## src/rtl/trig_cond_pkg.sv

```systemverilog
// Shared definitions for the trigger conditioner: FSM state encoding,
// default widths and a small state-decoding helper.
package trig_cond_pkg;

  localparam int NBITS_DEFAULT       = 8;
  localparam int SYNC_STAGES_DEFAULT = 2;

  typedef enum logic [1:0] {
    IDLE    = 2'd0,
    ARMED   = 2'd1,
    FIRE    = 2'd2,
    HOLDOFF = 2'd3
  } state_t;

  function automatic logic is_busy(input state_t st);
    return (st == FIRE) || (st == HOLDOFF);
  endfunction

endpackage

```

## src/rtl/sync_debounce.sv

```systemverilog
// Multi-flop synchronizer for the raw trigger line followed by a
// programmable-length debounce counter producing the clean level d.
module sync_debounce
  import trig_cond_pkg::*;
#(
  parameter int Nbits       = NBITS_DEFAULT,
  parameter int SYNC_STAGES = SYNC_STAGES_DEFAULT
) (
  input  logic             clk,
  input  logic             rst,
  input  logic             trig_in,
  input  logic [Nbits-1:0] db_len,
  output logic             d
);

  localparam logic [Nbits-1:0] ONE = {{(Nbits-1){1'b0}}, 1'b1};

  logic [SYNC_STAGES-1:0] sync;
  logic                   s;
  logic [Nbits-1:0]       cnt;

  assign s = sync[SYNC_STAGES-1];

  // synchronizer chain
  always_ff @(posedge clk or posedge rst) begin
    if (rst) begin
      sync <= '0;
    end else begin
      sync <= {sync[SYNC_STAGES-2:0], trig_in};
    end
  end

  // debounce: d follows s only after s has differed for db_len+1 edges;
  // >= keeps the counter bounded if db_len is lowered mid-count
  always_ff @(posedge clk or posedge rst) begin
    if (rst) begin
      cnt <= '0;
      d   <= 1'b0;
    end else if (s == d) begin
      cnt <= '0;
    end else if (cnt >= db_len) begin
      d   <= s;
      cnt <= '0;
    end else begin
      cnt <= cnt + ONE;
    end
  end

endmodule

```

## src/rtl/trigger_conditioner.sv

```systemverilog
// Conditions an asynchronous trigger line into a single-cycle registered
// trigger pulse with edge selection, holdoff and a saturating miss counter.
module trigger_conditioner
  import trig_cond_pkg::*;
#(
  parameter int Nbits       = NBITS_DEFAULT,
  parameter int SYNC_STAGES = SYNC_STAGES_DEFAULT
) (
  input  logic             clk,
  input  logic             rst,
  input  logic             trig_in,
  input  logic [Nbits-1:0] data,
  input  logic             load_db,
  input  logic             load_ho,
  input  logic             edge_sel,
  input  logic             enable,
  output logic             trigger,
  output logic             busy,
  output logic [Nbits-1:0] miss_cnt
);

  localparam logic [Nbits-1:0] ONE = {{(Nbits-1){1'b0}}, 1'b1};

  logic [Nbits-1:0] db_len;
  logic [Nbits-1:0] ho_len;
  logic [Nbits-1:0] ho_cnt;
  logic [Nbits:0]   ho_cnt_nx;
  logic             ho_done;
  logic             d;
  logic             d_prev;
  logic             q;
  state_t           state;
  state_t           next_state;

  function automatic logic [Nbits-1:0] sat_inc(input logic [Nbits-1:0] v);
    return (&v) ? v : v + ONE;
  endfunction

  always_ff @(posedge clk or posedge rst) begin
    if (rst) begin
      db_len <= '0;
      ho_len <= '0;
    end else begin
      if (load_db) db_len <= data;
      if (load_ho) ho_len <= data;
    end
  end

  sync_debounce #(
    .Nbits       (Nbits),
    .SYNC_STAGES (SYNC_STAGES)
  ) u_sd (
    .clk     (clk),
    .rst     (rst),
    .trig_in (trig_in),
    .db_len  (db_len),
    .d       (d)
  );

  // edge detect on the debounced level
  always_ff @(posedge clk or posedge rst) begin
    if (rst) begin
      d_prev <= 1'b0;
    end else begin
      d_prev <= d;
    end
  end

  assign q = edge_sel ? (~d & d_prev) : (d & ~d_prev);

  // widened compare so a shrinking or zeroed ho_len still ends holdoff
  assign ho_cnt_nx = {1'b0, ho_cnt} + {{Nbits{1'b0}}, 1'b1};
  assign ho_done   = ho_cnt_nx >= {1'b0, ho_len};

  always_ff @(posedge clk or posedge rst) begin
    if (rst) begin
      state <= IDLE;
    end else begin
      state <= next_state;
    end
  end

  always_comb begin
    next_state = state;
    case (state)
      IDLE:    if (enable) next_state = ARMED;
      ARMED: begin
        if (!enable) next_state = IDLE;
        else if (q)  next_state = FIRE;
      end
      FIRE: begin
        if (!enable)            next_state = IDLE;
        else if (ho_len != '0)  next_state = HOLDOFF;
        else                    next_state = ARMED;
      end
      HOLDOFF: begin
        if (!enable)      next_state = IDLE;
        else if (ho_done) next_state = ARMED;
      end
      default: next_state = IDLE;
    endcase
  end

  always_ff @(posedge clk or posedge rst) begin
    if (rst) begin
      ho_cnt <= '0;
    end else if (state == HOLDOFF) begin
      ho_cnt <= ho_cnt_nx[Nbits-1:0];
    end else begin
      ho_cnt <= '0;
    end
  end

  // registered outputs track the state being entered
  always_ff @(posedge clk or posedge rst) begin
    if (rst) begin
      trigger  <= 1'b0;
      busy     <= 1'b0;
      miss_cnt <= '0;
    end else begin
      trigger <= (next_state == FIRE);
      busy    <= is_busy(next_state);
      if (q && is_busy(state)) miss_cnt <= sat_inc(miss_cnt);
    end
  end

endmodule

```

## config.mk

```make
export PLATFORM = sky130hd
export DESIGN_NAME = trigger_conditioner
export DESIGN_NICKNAME = d
export VERILOG_FILES = /design/src/rtl/trig_cond_pkg.sv /design/src/rtl/sync_debounce.sv /design/src/rtl/trigger_conditioner.sv
export SDC_FILE = /design/constraint.sdc
export NUM_CORES = 1
export LEC_CHECK = 0
export BUFFER_PORTS_ARGS = -buffer_cell sky130_fd_sc_hd__buf_2
export CAP_MARGIN = 20
export CORE_MARGIN = 1
export CORE_UTILIZATION = 40
export DETAILED_ROUTE_END_ITERATION = 7
export SETUP_SLACK_MARGIN = 0.1
export SYNTH_ARGS = -nofsm -noshare
export SYNTH_HDL_FRONTEND = slang
export SYNTH_SLANG_ARGS = --single-unit
```

## constraint.sdc

```tcl
create_clock -name clk -period 2.3 [get_ports clk]
set_clock_uncertainty 0.2 [all_clocks]
set_input_delay 0.345 -clock clk [delete_from_list [all_inputs] [get_ports clk]]
set_output_delay 0.345 -clock clk [all_outputs]
set_load 0.1 [all_outputs]
```

Word-level counts from Yosys, hierarchy flattened

Index checks and enable logic that the tools add are counted.

Input port bits: 15
Output and inout bits: 10
Register bits after elaboration: 48
Word-level logic and storage cells: 48

$add $sub $neg: 3
Reduce and logical (&&, ||, !) cells: 8
Equality and inequality tests: 6
Multiplexer cells: 12
Order comparisons: 2
Bitwise gates (word level): 6

Operator list:

| operator                                       | count |
|---|---|
| two-way mux 8 bit                              | 3 |
| adder 8 x 1 -> 8 bit (second input constant)   | 2 |
| two-way mux 2 bit                              | 7 |
| adder 8 x 1 -> 9 bit (second input constant)   | 1 |
| >= comparator 9 x 8 -> 1 bit                   | 1 |
| == test 2 bit (second input constant)          | 4 |
| >= comparator 8 bit                            | 1 |
| one-hot mux 2 bit (4 select lines)             | 1 |
| AND reduction 8 bit                            | 1 |
| nonzero test 8 bit                             | 1 |
| inverter 1 bit                                 | 4 |
| AND reduction 2 bit                            | 2 |
| AND 1 bit                                      | 2 |
| == test 2 x 1 -> 1 bit (second input constant) | 1 |
| logical NOT 2 bit                              | 1 |
| logical OR 1 bit                               | 2 |
| == test 1 bit                                  | 1 |
| logical AND 1 bit                              | 1 |
| two-way mux 1 bit                              | 1 |

Depth between registers and ports, before layout

Gate-level depths: netlist (run 1).

Word-level depth: 8
Gate-level depth with buffers: 8
Mapped depth without buffers: 8

Cells and area by module

A second synthesis (run 1) with hierarchy kept.

Cell total of the unflattened synthesis: 215
Area total of the unflattened synthesis: 2461.1 µm²

Modules (own cells, without submodules):

| module              | area an instance (µm²) | sequential area each (µm²) | instances | cells an instance |
|---|---|---|---|---|
| trigger_conditioner | 1788.0                 | 925.9                      | 1         | 152 |
| sync_debounce       | 673.1                  | 275.3                      | 1         | 63 |

Worst setup path before layout (run 1)

OpenSTA, ideal clock, no wires.

Path type: reg-to-reg
Start: register miss_cnt[2]
End: register miss_cnt[1]
Path slack: -61 ps
Arrival: 2035 ps
Stages on the path, launching flop included: 5
Clock period less this slack: 2361 ps
Required time: 1973 ps
Path buffers: 0
Setup time: 127 ps
Cells stage by stage: dfrtp_1 > and4_4 > nand4_4 > and2_4 > mux2_4

Longest elaborated chain between the ends: 3

RTL lines:

| what                                 | RTL line                   | source |
|---|---|---|
| start, declared                      | trigger_conditioner.sv:19  | `output logic [Nbits-1:0] miss_cnt` |
| start signal, assigned               | trigger_conditioner.sv:123 | `if (q && is_busy(state)) miss_cnt <= sat_inc(miss_cnt);` |
| AND reduction 8 bit                  | trigger_conditioner.sv:36  | `return (&v) ? v : v + ONE;` |
| inverter 1 bit (no source line)      | -                          |  |
| AND reduction 2 bit (no source line) | -                          |  |

No other way between the ends.
A chain may end at the register's enable or synchronous reset.

Worst setup path in the final report (run 1)

Start: register ho_cnt[3]
End: register state[1]

Longest elaborated chain between the ends: 5

RTL lines:

| what                               | RTL line                   | source |
|---|---|---|
| start, declared                    | trigger_conditioner.sv:26  | `logic [Nbits-1:0] ho_cnt;` |
| start signal, assigned             | trigger_conditioner.sv:108 | `ho_cnt <= ho_cnt_nx[Nbits-1:0];` |
| adder 8 x 1 -> 9 bit               | trigger_conditioner.sv:72  | `assign ho_cnt_nx = {1'b0, ho_cnt} + {{Nbits{1'b0}}, 1'b1};` |
| >= comparator 9 x 8 -> 1 bit       | trigger_conditioner.sv:73  | `assign ho_done = ho_cnt_nx >= {1'b0, ho_len};` |
| two-way mux 2 bit                  | trigger_conditioner.sv:98  | `else if (ho_done) next_state = ARMED;` |
| two-way mux 2 bit                  | trigger_conditioner.sv:97  | `if (!enable) next_state = IDLE;` |
| one-hot mux 2 bit (4 select lines) | trigger_conditioner.sv:85  | `case (state)` |
| net next_state[1]                  | trigger_conditioner.sv:33  | `state_t next_state;` |
| end signal, assigned               | trigger_conditioner.sv:79  | `state <= next_state;` |
| end, declared                      | trigger_conditioner.sv:32  | `state_t state;` |

The timed path passes the listed nets, and every way through them passes these cells.

==> results of run 1 <==
## power by group through the flow
stage          registers [W]  logic, W  clock network, W
2_1_floorplan        0.00124  0.000270                 0
3_3_place_gp         0.00107  0.000583                 0
3_5_place_dp         0.00107  0.000586                 0
4_1_cts              0.00106  0.000591          0.000624
5_1_grt              0.00108  0.000658          0.000661
6_report             0.00106  0.000593          0.000608
## Yosys cell counts, types with 2 or more instances
master | count | area [µm²]
xnor2_1 | 12 | 105
clkbuf_1 | 2 | 7.51
dfrtp_1 | 48 | 1200
a21oi_1 | 5 | 25.0
nand2_1 | 17 | 63.8
inv_1 | 18 | 67.6
nand4_1 | 4 | 25.0
xor2_1 | 8 | 70.1
and3_1 | 6 | 37.5
a21o_1 | 4 | 30.0
nor4_1 | 2 | 12.5
nor2_1 | 11 | 41.3
nand3_1 | 13 | 65.1
o21ai_0 | 17 | 85.1
and3_2 | 2 | 15.0
mux2_2 | 2 | 22.5
nor2b_1 | 7 | 43.8
ha_1 | 19 | 238
nand2b_1 | 2 | 12.5
## routing by layer
metal	up-vias	global-route usage (%)	routed length, µm
li1	830	-	-
met1	764	21.3	2200
met2	23	24.5	2040
met3	6	4.48	174
met4	0	6.00	69
met5	-	0	0
## registers in the layout, summed over array words and instances, names as in the netlist, 2 cells and up
register and cells:
state 2, ho_len 8, ho_cnt 8, miss_cnt 8, u_sd.sync 2, db_len 8
u_sd.cnt 8
## how the worst min path moves through the flow
stage,depth (start not counted),start,to,slack (ps)
after global routing,3,data[5],ho_len[5],70
after global placement,0,u_sd.sync[0],u_sd.sync[1],140
after detailed placement,0,u_sd.sync[0],u_sd.sync[1],130
final,3,data[2],ho_len[2],60
after CTS,3,data[4],db_len[4],70
after floorplan,0,u_sd.sync[0],u_sd.sync[1],130
## kinds of logic (layout without fill, tap and decap cells)
| group | Yosys count | in the layout | synth area share [%] |
|---|---|---|---|
| xor+xnor | 20 | 20 | 7.40 |
| mux | 4 | 4 | 2.06 |
| compound gates | 36 | 36 | 9.68 |
| simple gates | 72 | 72 | 16.9 |
| fa+ha+maj | 19 | 19 | 10.0 |
| buf+inv | 20 | 57 | 3.17 |
| flops | 48 | 48 | 50.8 |
## placed cells by master, fill, tap and decap left out, types with 8 or more instances in the layout
cell,n
xnor2_1,11
nand2_1,16
xor2_1,8
inv_1,17
nand3_1,13
o21ai_0,16
nor2_1,11
buf_2,24
dfrtp_1,41
ha_1,18
## metrics by stage
| step | total power (W) | instances | util (%) | area, µm² |
|---|---|---|---|---|
| 6_report | 0.00226 | 328 | 49.6 | 2780 |
| 5_1_grt | 0.00240 | 328 | 49.6 | 2780 |
| 4_1_cts | 0.00227 | 324 | 48.6 | 2720 |
| 3_5_place_dp | 0.00166 | 314 | 46.3 | 2600 |
| 3_3_place_gp | 0.00165 | 314 | 46.3 | 2600 |
| 2_1_floorplan | 0.00151 | 219 | - | 2370 |
## worst min-delay path, cell delays in order
cell     delay [ps]
buf_2            90
nand2_1          40
o21ai_0          60
## repair_timing
| action | in CTS | in global routing |
|---|---|---|
| resized for setup | 0 | 8 |
| hold buffers | 2 | 0 |
| endpoints found under the hold margin | 24 | 0 |
| endpoints found under the setup margin | 0 | 2 |
| buffers inserted | 0 | 4 |
## cell type report
cell class                 instances  area (µm²)
fill                             543        2820
multi-input combinational        151        1120
timing repair buffer              31         190
clock inverter                     2        35.0
sequential                        48        1210
inverter                          18        67.6
tap                               72        90.1
clock buffer                       6        72.6
==> reports/metrics.cfg, run 1 <==
[worst_setup_path]
timing.rr.start=ho_cnt[3]
worstPathRequired_ps=2330
path_class=reg -> reg
worst-path-buf-inv=0
reg2reg_to=state[1]
end_kind=flop
worstSetupStartpointType=flop
r2r_slack_ps=180
crit_start=ho_cnt[3]
cp.arrival_ps=2150
slowest_stage=dfrtp_1
reg2reg_depth=8
cp_max_fo=4
critPathTopFamily=compound AO/OA/AOI/OAI gates
path_cells=and4_4, nand2_2, xnor2_2, ha_1, a211o_1, a21oi_2, o21ai_1, a21oi_1
cp_slowest_stage_delay_ps=410
path_depth=8
crit_path_end=state[1]

[timing]
worst_slack_ps=181
setup_viol=0
period_needed_ps=2120
tightest_slew_ps=529
whs_ps=64.1
max_clock_freq_ghz=0.472
period_share_pct=92.1
relSlewSlack_pct=64.7
finalHoldViolCount=0
rsz0062_at_grt=false
slew_violations=0
fin_tns_setup_ps=0

[detailed_routing]
wire_per_inst_um=13.7
vias=1623
drt_wl_total_um=4490
ant_nets=0
drt-vias-per-instance=4.95
route.detailed.drc=0
dr.pass1.iters=4
drt-initial-drc-count=38

[floorplanning]
die_area_mm2=0.00623
die_y_um=78.9
core_area_mm2=0.00561
rows=27
ioPinCount=25
initial_core_util_pct=42.2
die_x_um=78.9

[synthesis]
synthDistinctLibCells=39
postSynth.asyncResetShare_pct=100
syn_inst=219
syn_area_per_cell_um2=10.8
ys_seq_elements=48
synth_flop_cell=dfrtp_1
synth_area_mm2=0.00237
ys_warn_count=0
synth_edf_count=0
syn-num-nets=253
ys_seq_area_share_pct=50.8

[clock_network]
cts.sinks=48
cts_root_buf=clkbuf_8
path_clk_slew_ps=90
htreeDepth=2
cts_made_buffers=5
clock_latency_ps=300
max-clock-path-buffers=2
cts_tree=yes

[global_routing]
antenna_found_initial=0
grt_pass1_vias=1605
overflow=0
grt_max_degree=26
grt_usage_pct=15.9
grt_pass1_wl_um=7530

[finish]
num_antenna_cells=0
area_growth_pct=17.7
fin_nets=289
drive_gt1_share_pct=23.8

[pwr]
netSwitchingPower_w=0.000801
clkPwrFrac_pct=26.9
power_frac_comb_pct=26.3
switching_share_pct=35.4
seqPwrFrac_pct=46.8
irDropWorstVdd_mv=0.702
powerDensity_mw_per_mm2=811
internal-power_w=0.00146
leakage_nw=1.42

[run]
max_cap_viol_count=0

[status]
status=completed

[place]
gp_congestion=0.829
numPortBuffers=24
place_ws_ps=147
dpl.hpwl_um=3300

[min_path]
hp-class=in -> reg

(Power assumes the default switching activity.)
==> run 2: changes to the inputs <==
==> constraint.sdc (replaced) <==
create_clock -name clk -period 2.04 [get_ports clk]
set_clock_uncertainty 0.2 [all_clocks]
set_input_delay 0.306 -clock clk [delete_from_list [all_inputs] [get_ports clk]]
set_output_delay 0.306 -clock clk [all_outputs]
set_load 0.1 [all_outputs]
==> run 2 against run 1 <==
First-iteration DRC count is 2.6% higher. Setup slack got worse by 120 ps. Cell area is 6.2% higher. Total power is 11% higher. Final cell count grew 3.4%.
==> reports/metrics.cfg, run 2 (same netlist as run 1, synthesis figures left out) <==
[worst_setup_path]
worstPathRequired_ps=2070
critPathTopFamily=compound AO/OA/AOI/OAI gates
path_class=reg -> reg
cp_max_fo=4
r2r_slack_ps=60
path_cells=ha_4, nand2_2, xnor2_2, ha_1, a211o_1, a21oi_2, o21ai_2, a21oi_1
cp.arrival_ps=2010
end_kind=flop
worstSetupStartpointType=flop
cp_slowest_stage_delay_ps=410
slowest_stage=dfrtp_1
worst-path-buf-inv=0

[floorplanning]
initial_core_util_pct=42.2
die_x_um=78.9
rows=27
die_y_um=78.9
core_area_mm2=0.00561
ioPinCount=25
die_area_mm2=0.00623

[detailed_routing]
drt-initial-drc-count=39
drt-vias-per-instance=4.93
wire_per_inst_um=13.2
ant_nets=0
dr.pass1.iters=4
drt_wl_total_um=4470
route.detailed.drc=0
vias=1670

[finish]
fin_nets=300
drive_gt1_share_pct=32.2
layout_common_cells=40 x dfrtp_1, 24 x buf_2, 16 x nand2_1
multi_input_area_mm2=0.00121
area_growth_pct=24.9
fill_cells=512
seq_area_mm2=0.00123
fin_util_pct=52.7
num_antenna_cells=0
final_common_cell=dfrtp_1

[pwr]
powerDensity_mw_per_mm2=848
netSwitchingPower_w=0.000910
switching_share_pct=36.3
internal-power_w=0.00160
power_frac_comb_pct=29.4
leakage_nw=1.49
clkPwrFrac_pct=23.2
irDropWorstVdd_mv=0.550
seqPwrFrac_pct=47.4

[clock_network]
path_clk_slew_ps=80
cts_root_buf=clkbuf_8
htreeDepth=2
max-clock-path-buffers=2
cts_made_buffers=5
clock_latency_ps=300
cts.sinks=48
cts_tree=yes

[status]
status=completed

[timing]
rsz0062_at_grt=true
tightest_slew_ps=487
max_clock_freq_ghz=0.505
fin_tns_setup_ps=0
period_needed_ps=1980
setup_viol=0
period_share_pct=97.1
whs_ps=28.4
slew_violations=0
relSlewSlack_pct=67.8
finalHoldViolCount=0

[global_routing]
grt_usage_pct=16.5
grt_pass1_wl_um=7800
grt_pass1_vias=1727
antenna_found_initial=0
overflow=0
grt_max_degree=24

[place]
gp_congestion=0.762
numPortBuffers=24
dpl.hpwl_um=3290

[min_path]
hp-class=in -> reg

[run]
max_cap_viol_count=0

[run 2: worst paths after layout]
kind / cells past startpoint / from / endpoint
min in group asynchronous: 3 / rst / miss_cnt[2]
max reg2reg: 8 / ho_cnt[0] / state[1]
min reg2reg: 0 / u_sd.sync[0] / u_sd.sync[1]
min: 3 / data[2] / db_len[2]
max: 8 / ho_cnt[0] / state[1]
max in group asynchronous: 4 / rst / ho_len[5]
[run 2: tightest hold or removal path, stage by stage]
cell and delay [ps]:
buf_2 90, nand2_1 40, o21ai_0 50
[run 2: final cells by class]
cell class,count,share of cell area [%]
tap,72,3.05
inverter,18,2.29
sequential,48,41.5
timing repair buffer,42,8.93
multi-input combinational,151,41.1
clock buffer,6,2.79
clock inverter,2,0.339
[run 2: metrics by stage]
step	instance area (µm²)	worst slack, ps	cells	power, W
floorplan	2390	96.6	219	0.00172
global placement	2650	54.6	320	0.00188
detailed placement	2650	16.1	320	0.00190
CTS	2850	86.3	336	0.00250
global route	2960	-61.2	339	0.00266
finish	2960	59.1	339	0.00250
[run 2: repair_timing]
item,CTS,global route
gates resized for setup,6,14
endpoints found under the setup margin,4,11
gates cloned,0,0
hold buffers,2,0
buffers inserted,6,3
hold endpoints to repair,22,0
pin swaps,9,9
[run 2: metal layers]
| metal | vias to the layer above | global-route usage (%) | routed length [µm] |
|---|---|---|---|
| met1 | 802 | 19.9 | 1970 |
| met4 | 0 | 6.55 | 74 |
| li1 | 844 | - | - |
| met2 | 19 | 28.3 | 2290 |
| met3 | 5 | 3.79 | 130 |
| met5 | - | 0 | 0 |
[run 2: power by group through the flow]
| stage | sequential, W | combinational, W | clock [W] |
|---|---|---|---|
| final | 0.00119 | 0.000737 | 0.000582 |
| after global routing | 0.00121 | 0.000806 | 0.000643 |
| after CTS | 0.00118 | 0.000706 | 0.000606 |
| after detailed placement | 0.00120 | 0.000697 | 0 |
| after global placement | 0.00120 | 0.000686 | 0 |
| after floorplan | 0.00141 | 0.000305 | 0 |
